<file path="src/rtl/alu_ctrl_pkg.sv">
// Shared types and constants for the UART/ALU packet sequencer.
// Contents: header opcodes, ALU operation encoding, controller state
// encoding, the registered ALU request payload and opcode decode helper.
package alu_ctrl_pkg;

  localparam int unsigned HDR_BYTES = 4;
  localparam int unsigned OPND_BITS = 32;

  localparam logic [7:0] OP_ADD  = 8'h01;
  localparam logic [7:0] OP_MUL  = 8'h02;
  localparam logic [7:0] OP_DIV  = 8'h03;
  localparam logic [7:0] OP_ECHO = 8'hEC;

  typedef enum logic [1:0] {
    ALU_NOP = 2'd0,
    ALU_ADD = 2'd1,
    ALU_MUL = 2'd2,
    ALU_DIV = 2'd3
  } alu_op_e;

  typedef enum logic [2:0] {
    ST_HDR,
    ST_OPND,
    ST_LOAD,
    ST_ISSUE,
    ST_WAIT,
    ST_RESP,
    ST_DRAIN,
    ST_ECHO
  } ctrl_state_e;

  typedef struct packed {
    alu_op_e              op;
    logic [OPND_BITS-1:0] a;
    logic [OPND_BITS-1:0] b;
  } alu_req_t;

  // Arithmetic opcodes map onto an ALU operation; anything else is ALU_NOP.
  function automatic alu_op_e opcode_to_alu(input logic [7:0] opc);
    case (opc)
      OP_ADD:  return ALU_ADD;
      OP_MUL:  return ALU_MUL;
      OP_DIV:  return ALU_DIV;
      default: return ALU_NOP;
    endcase
  endfunction

endpackage

</file>
<file path="src/rtl/alu_resp_ser.sv">
// Result serializer: loads a DATA_W-bit word and emits it LSB-first as a
// byte stream with valid/ready handshaking.
// Ports: clk, rst_n (async, active-low); load/load_data capture a word;
//        tdata/tvalid/tready byte stream out; done_c pulses on the
//        handshake of the final byte.
module alu_resp_ser #(
  parameter int unsigned DATA_W = 32
) (
  input  logic              clk,
  input  logic              rst_n,
  input  logic              load,
  input  logic [DATA_W-1:0] load_data,
  output logic [7:0]        tdata,
  output logic              tvalid,
  input  logic              tready,
  output logic              done_c
);
  localparam int unsigned NBYTES = DATA_W / 8;
  localparam int unsigned CNT_W  = $clog2(NBYTES);

  logic [DATA_W-1:0] shreg;
  logic [CNT_W-1:0]  cnt;
  logic              fire;

  assign tdata  = shreg[7:0];
  assign fire   = tvalid && tready;
  assign done_c = fire && (cnt == CNT_W'(NBYTES - 1));

  // Shift one byte out per accepted transfer; tdata holds while stalled.
  always_ff @(posedge clk or negedge rst_n) begin
    if (!rst_n) begin
      shreg  <= '0;
      cnt    <= '0;
      tvalid <= 1'b0;
    end else if (load) begin
      shreg  <= load_data;
      cnt    <= '0;
      tvalid <= 1'b1;
    end else if (fire) begin
      shreg <= shreg >> 8;
      cnt   <= cnt + CNT_W'(1);
      if (done_c) tvalid <= 1'b0;
    end
  end

endmodule

</file>
<file path="src/rtl/alu_packet_ctrl.sv">
// Packet sequencer between the UART byte streams and the shared ALU.
// Parses a 4-byte header (opcode, reserved, len lo, len hi), assembles
// little-endian operands, chains them through an accumulator via the ALU
// and returns the 32-bit result LSB-first. Unknown opcodes are drained.
// Build option: ALU_CTRL_ECHO_EN enables opcode 0xEC payload echo
// (combinational rx->tx pass-through); without it 0xEC is drained.
// Ports: clk_i, rst_ni (async, active-low); rx_t* byte stream in;
//        tx_t* byte stream out; alu_* request/result interface;
//        busy_o high while a packet is in progress.
module alu_packet_ctrl
  import alu_ctrl_pkg::*;
#(
  parameter int unsigned OPND_W = 32,
  parameter int unsigned LEN_W  = 16
) (
  input  logic              clk_i,
  input  logic              rst_ni,
  input  logic [7:0]        rx_tdata_i,
  input  logic              rx_tvalid_i,
  output logic              rx_tready_o,
  output logic [7:0]        tx_tdata_o,
  output logic              tx_tvalid_o,
  input  logic              tx_tready_i,
  output logic [1:0]        alu_op_o,
  output logic [OPND_W-1:0] alu_a_o,
  output logic [OPND_W-1:0] alu_b_o,
  output logic              alu_valid_o,
  input  logic              alu_ready_i,
  input  logic [OPND_W-1:0] alu_res_i,
  input  logic              alu_res_valid_i,
  output logic              busy_o
);
  localparam int unsigned NBYTES = OPND_W / 8;
  localparam int unsigned BCNT_W = $clog2(NBYTES);
  localparam int unsigned HCNT_W = $clog2(HDR_BYTES);

  ctrl_state_e       state_q, state_d;
  logic [HCNT_W-1:0] hdr_cnt_q, hdr_cnt_d;
  logic [7:0]        opc_q, opc_d;
  logic [7:0]        len_lo_q, len_lo_d;
  logic [LEN_W-1:0]  pay_q, pay_d;
  logic [BCNT_W-1:0] bcnt_q, bcnt_d;
  logic [OPND_W-1:0] opnd_q, opnd_d;
  logic              first_q, first_d;
  logic [OPND_W-1:0] acc_q, acc_d;
  alu_req_t          req_q, req_d;
  logic              alu_valid_q, alu_valid_d;
  logic              rx_rdy_q, rx_rdy_d;
  logic              busy_q, busy_d;

  logic              rx_fire;
  logic [LEN_W-1:0]  hdr_len;
  logic [LEN_W-1:0]  hdr_pay;
  logic [LEN_W-1:0]  pay_dec;
  logic [OPND_W-1:0] opnd_sh;
  logic              ser_load_c;
  logic              ser_done_c;
  logic [7:0]        ser_tdata;
  logic              ser_tvalid;

  assign rx_fire = rx_tvalid_i && rx_tready_o;
  assign hdr_len = LEN_W'({rx_tdata_i, len_lo_q});
  // Lengths shorter than the header mean an empty payload.
  assign hdr_pay = (hdr_len < LEN_W'(HDR_BYTES)) ? '0 : hdr_len - LEN_W'(HDR_BYTES);
  assign pay_dec = (pay_q != '0) ? pay_q - LEN_W'(1) : pay_q;
  assign opnd_sh = {rx_tdata_i, opnd_q[OPND_W-1:8]};

  // State register.
  always_ff @(posedge clk_i or negedge rst_ni) begin
    if (!rst_ni) state_q <= ST_HDR;
    else         state_q <= state_d;
  end

  // Next state, datapath next values and serializer load strobe.
  always_comb begin
    state_d     = state_q;
    hdr_cnt_d   = hdr_cnt_q;
    opc_d       = opc_q;
    len_lo_d    = len_lo_q;
    pay_d       = pay_q;
    bcnt_d      = bcnt_q;
    opnd_d      = opnd_q;
    first_d     = first_q;
    acc_d       = acc_q;
    req_d       = req_q;
    alu_valid_d = alu_valid_q;
    ser_load_c  = 1'b0;

    case (state_q)
      ST_HDR: begin
        if (rx_fire) begin
          hdr_cnt_d = hdr_cnt_q + HCNT_W'(1);
          if (hdr_cnt_q == HCNT_W'(0)) begin
            opc_d = rx_tdata_i;
          end else if (hdr_cnt_q == HCNT_W'(2)) begin
            len_lo_d = rx_tdata_i;
          end else if (hdr_cnt_q == HCNT_W'(HDR_BYTES - 1)) begin
            pay_d   = hdr_pay;
            bcnt_d  = '0;
            first_d = 1'b1;
            acc_d   = '0;
            if (opcode_to_alu(opc_q) != ALU_NOP) begin
              // Empty arithmetic payload answers with the cleared accumulator.
              if (hdr_pay == '0) begin
                state_d    = ST_RESP;
                ser_load_c = 1'b1;
              end else begin
                state_d = ST_OPND;
              end
`ifdef ALU_CTRL_ECHO_EN
            end else if (opc_q == OP_ECHO) begin
              state_d = (hdr_pay == '0) ? ST_HDR : ST_ECHO;
`endif
            end else begin
              state_d = (hdr_pay == '0) ? ST_HDR : ST_DRAIN;
            end
          end
        end
      end

      ST_OPND: begin
        if (rx_fire) begin
          opnd_d = opnd_sh;
          pay_d  = pay_dec;
          bcnt_d = bcnt_q + BCNT_W'(1);
          if (bcnt_q == BCNT_W'(NBYTES - 1)) begin
            if (first_q) begin
              state_d = ST_LOAD;
            end else begin
              state_d     = ST_ISSUE;
              req_d.op    = opcode_to_alu(opc_q);
              req_d.a     = acc_q;
              req_d.b     = opnd_sh;
              alu_valid_d = 1'b1;
            end
          end else if (pay_q == LEN_W'(1)) begin
            // Trailing partial operand is discarded.
            state_d    = ST_RESP;
            ser_load_c = 1'b1;
          end
        end
      end

      ST_LOAD: begin
        acc_d   = opnd_q;
        first_d = 1'b0;
        if (pay_q == '0) begin
          state_d    = ST_RESP;
          ser_load_c = 1'b1;
        end else begin
          state_d = ST_OPND;
        end
      end

      ST_ISSUE: begin
        if (alu_ready_i) begin
          alu_valid_d = 1'b0;
          state_d     = ST_WAIT;
        end
      end

      ST_WAIT: begin
        if (alu_res_valid_i) begin
          acc_d = alu_res_i;
          if (pay_q == '0) begin
            state_d    = ST_RESP;
            ser_load_c = 1'b1;
          end else begin
            state_d = ST_OPND;
          end
        end
      end

      ST_RESP: begin
        if (ser_done_c) state_d = ST_HDR;
      end

      // Both consume the rest of the payload; ECHO also forwards it.
      ST_DRAIN, ST_ECHO: begin
        if (rx_fire) begin
          pay_d = pay_dec;
          if (pay_q == LEN_W'(1)) state_d = ST_HDR;
        end
      end

      default: state_d = ST_HDR;
    endcase

    rx_rdy_d = (state_d == ST_HDR) || (state_d == ST_OPND) || (state_d == ST_DRAIN);
    busy_d   = !((state_d == ST_HDR) && (hdr_cnt_d == '0));
  end

  // Datapath and registered outputs.
  always_ff @(posedge clk_i or negedge rst_ni) begin
    if (!rst_ni) begin
      hdr_cnt_q   <= '0;
      opc_q       <= '0;
      len_lo_q    <= '0;
      pay_q       <= '0;
      bcnt_q      <= '0;
      opnd_q      <= '0;
      first_q     <= 1'b0;
      acc_q       <= '0;
      req_q       <= '0;
      alu_valid_q <= 1'b0;
      rx_rdy_q    <= 1'b0;
      busy_q      <= 1'b0;
    end else begin
      hdr_cnt_q   <= hdr_cnt_d;
      opc_q       <= opc_d;
      len_lo_q    <= len_lo_d;
      pay_q       <= pay_d;
      bcnt_q      <= bcnt_d;
      opnd_q      <= opnd_d;
      first_q     <= first_d;
      acc_q       <= acc_d;
      req_q       <= req_d;
      alu_valid_q <= alu_valid_d;
      rx_rdy_q    <= rx_rdy_d;
      busy_q      <= busy_d;
    end
  end

  alu_resp_ser #(
    .DATA_W (OPND_W)
  ) u_resp_ser (
    .clk       (clk_i),
    .rst_n     (rst_ni),
    .load      (ser_load_c),
    .load_data (acc_d),
    .tdata     (ser_tdata),
    .tvalid    (ser_tvalid),
    .tready    (tx_tready_i),
    .done_c    (ser_done_c)
  );

  assign alu_op_o    = req_q.op;
  assign alu_a_o     = req_q.a;
  assign alu_b_o     = req_q.b;
  assign alu_valid_o = alu_valid_q;
  assign busy_o      = busy_q;

`ifdef ALU_CTRL_ECHO_EN
  logic echo_act;
  assign echo_act    = (state_q == ST_ECHO);
  assign rx_tready_o = echo_act ? tx_tready_i : rx_rdy_q;
  assign tx_tdata_o  = echo_act ? rx_tdata_i  : ser_tdata;
  assign tx_tvalid_o = echo_act ? rx_tvalid_i : ser_tvalid;
`else
  assign rx_tready_o = rx_rdy_q;
  assign tx_tdata_o  = ser_tdata;
  assign tx_tvalid_o = ser_tvalid;
`endif

endmodule
</file>
<file path="config.mk">
export PLATFORM = sky130hd
export DESIGN_NAME = alu_packet_ctrl
export DESIGN_NICKNAME = d
export VERILOG_FILES = /design/src/rtl/alu_ctrl_pkg.sv /design/src/rtl/alu_resp_ser.sv /design/src/rtl/alu_packet_ctrl.sv
export SDC_FILE = /design/constraint.sdc
export NUM_CORES = 1
export LEC_CHECK = 0
export BUFFER_PORTS_ARGS = -buffer_cell sky130_fd_sc_hd__buf_4
export CELL_PAD_IN_SITES_DETAIL_PLACEMENT = 0
export CELL_PAD_IN_SITES_GLOBAL_PLACEMENT = 1
export CORE_MARGIN = 5
export CORE_UTILIZATION = 50
export DETAILED_ROUTE_END_ITERATION = 8
export HOLD_SLACK_MARGIN = 0.15
export PLACE_DENSITY = 0.86
export SYNTH_ARGS = -nofsm -noshare
export SYNTH_HDL_FRONTEND = slang
export SYNTH_SLANG_ARGS = --single-unit
export TNS_END_PERCENT = 10
</file>
<file path="constraint.sdc">
create_clock -name clk_i -period 8.35 [get_ports clk_i]
set_input_delay 1.67 -clock clk_i [delete_from_list [all_inputs] [get_ports clk_i]]
set_output_delay 1.67 -clock clk_i [all_outputs]
set_load 0.02 [all_outputs]
</file>
==> flow_summary.ini <==
[logic_synthesis]
synthAdderAreaFrac = 0.0133
synth_nets = 841
yosys.area.top_type_share = 0.554
ys_ff_latch = 208
synthArstFlopShare = 1.00
ys.warnings.count = 0
synthXorXnorAreaFrac = 0.00839
synth_cell_types = 55
synth-edff-count = 0
synth_top_family_by_area = compound AO/OA/AOI/OAI gates
syn_inst = 785
synth_area_leaders = dfrtp_1, mux2_2, a222oi_1
synth_area_um2 = 9390
synth.mux.area_fraction = 0.143
synth_compound_area_frac = 0.143
yosysTopAreaCell = dfrtp_1
synthFlopType = dfrtp_1
syn_area_per_cell_um2 = 12.0
seq_area_frac_synth = 0.554
yosys.area_share.simple = 0.0882

[floorplanning]
io_pins = 124
initial_core_util = 0.505
num_rows = 50
die_y_um = 147
die_x_um = 147
die_area_um2 = 21600
core_um2 = 18600

[finish]
instances_no_fill = 1133
area_growth_pct = 18.7
antennaDiodeCount = 0
drive_above_1_share = 0.345
mostFrequentLayoutCell = dfrtp_1
mostFrequentLayoutCells = dfrtp_1, buf_4, mux2_2
nNetsFinal = 940

[worst_setup_path]
critPathMaxFanout = 59
arrival_ps = 4990
critPathLaunchType = primary input
crit_chain = buf_4 -> nor3_1 -> nand2_1 -> o31a_1 -> or3_1 -> nor4_1 -> ha_1 -> a21oi_1 -> o32ai_4 -> buf_4 -> a211oi_1 -> a21oi_2
critPathCaptureType = flop
crit_buf_inv = 2
cp_common_cell = buf_4
cp_top_family = simple AND/OR/NAND/NOR gates
critical_path_class = in -> reg
slowest_stage = buf_4
cp.required_ps = 8790
max_stage_delay_ps = 630

[power]
power_frac_comb = 0.373
p_sw_mw = 1.70
p_int_mw = 2.76
pwr-share-clk = 0.222
p_sw_frac = 0.382
leakagePower_nw = 5.43
power.density_nw_per_um2 = 400
seqPwrFrac = 0.405
vdd_drop_max_mv = 0.206

[route]
totalWireLength_mm = 24.3
vias = 6814
viasPerCell = 6.01
drtIter0Drc = 549
drtPass1Iterations = 8
drc_errors = 0
drtAntennaViolNets = 0
wl_per_cell_um = 21.4

[grt]
grt_pass1_vias = 6772
grt_first_pass_wirelength_mm = 38.7
grt_start_max_net_pins = 75
antenna_found_initial = 0
grt_overflow = 0
grtUsageTotal = 0.222

[place]
finalWeightedCongestion = 0.861
portBuffers = 123
dp_cells = 1093
hpwl_mm = 16.2

[sta]
slew_violations = 0
setup-violations-final = 0
rsz0062_at_grt = false
post-route-min-period_ps = 4560
skew_ps = 17.9
worst_pin_slew_ps = 1150
setup_tns_ps = 0
max_slew_margin = 0.234
fin_crit_sh = 0.546
timing.fmax_mhz = 220
hold_viol = 0

[clock_tree]
numClockSinks = 208
clock_path_buffers = 3
cts_tree = built
htree_levels = 1
cts_buffers = 23
clk_latency_ps = 520
post-cts-setup-buffers = 0
cts_resized = 0
ctsHoldBuffers = 0
clk_pin_slew_worst_paths_ps = 50
root_buffer = clkbuf_16

[worst_hold_path]
worstHoldPathType = reg -> reg

[job]
cap_violations = 0

[run_status]
status = complete, no violations
-- worst paths after layout --
kind,cells after the start,from,slack (ps),end
min reg2reg,1,bcnt_q[1],500,bcnt_q[1]
max,12,rx_tdata_i[0],3790,u_resp_ser.shreg[0]
max in group asynchronous,2,rst_ni,5890,opnd_q[28]
max reg2reg,13,len_lo_q[2],4260,u_resp_ser.shreg[0]
min,1,bcnt_q[1],500,bcnt_q[1]
min in group asynchronous,1,rst_ni,1120,alu_b_o[2]
-- Yosys cell counts (all sizes together) (4+ instances only) --
cell and number:
nor2b 4, and3 25, a21oi 37, o21ai 33
a211oi 26, a31oi 5, o211ai 4, a222oi 32
o22ai 4, nand3 11, a21o 4, xor2 6
clkbuf 40, a22o 11, nor3 14, inv 47
nor4 6, buf 18, nand2 46, dfrtp 208
ha 10, mux2i 10, or3 5, or4 4
nor2 22, o32ai 8, mux2 110
-- power by group through the flow --
stage / clock [mW] / sequential [mW] / combinational (mW)
after global placement: 0 / 1.80 / 1.62
after detailed placement: 0 / 1.81 / 1.66
after floorplan: 0 / 1.79 / 1.08
after global routing: 1.05 / 1.86 / 1.82
final: 0.992 / 1.81 / 1.66
after CTS: 1.01 / 1.80 / 1.67
-- sequential cells by signal, indices dropped and copies added (netlist names) --
name and flops:
acc_q 32, first_q 1, busy_o 1, state_q 3
opc_q 8, alu_valid_o 1, rx_tready_o 1, u_resp_ser.tvalid 1
alu_b_o 32, u_resp_ser.shreg 32, len_lo_q 8, alu_op_o 2
opnd_q 32, bcnt_q 2, hdr_cnt_q 2, alu_a_o 32
u_resp_ser.cnt 2, pay_q 16
-- metal layers --
metal	GRT usage	vias to the layer above	routed length (um)	part of all wire
li1	-	3076	-	-
met1	0.336	3485	11200	0.46
met2	0.339	227	11200	0.46
met3	0.0444	26	1510	0.062
met4	0.0405	0	343	0.014
met5	0	-	0	0
-- metrics by stage --
step           utilization  area, um^2  power [mW]  hold WS [ps]  worst slack (ps)
3_5_place_dp         0.560       10400        3.47           490              3310
5_1_grt              0.600       11100        4.73           524              3550
6_report             0.600       11100        4.46           500              3790
3_3_place_gp         0.560       10400        3.42           477              3420
2_1_floorplan            -        9390        2.87           468              4150
4_1_cts              0.600       11100        4.48           504              3820
-- kinds of logic after synthesis --
logic type	after synthesis
DFF	208
AOI/OAI and AO/OA	175
and+or+nand+nor	158
muxes	120
buffers and inverters	105
adders and majority gates	10
xor gates and xnor gates	9
-- final cells by class --
class	count	area (um^2)
Clock buffer	33	663
Clock inverter	7	77.6
Timing Repair Buffer	132	997
Fill cell	1495	7440
Multi-Input combinational cell	472	3730
Sequential cell	208	5200
Tap cell	234	293
Inverter	47	176
Power figures use the tool's default switching activity.
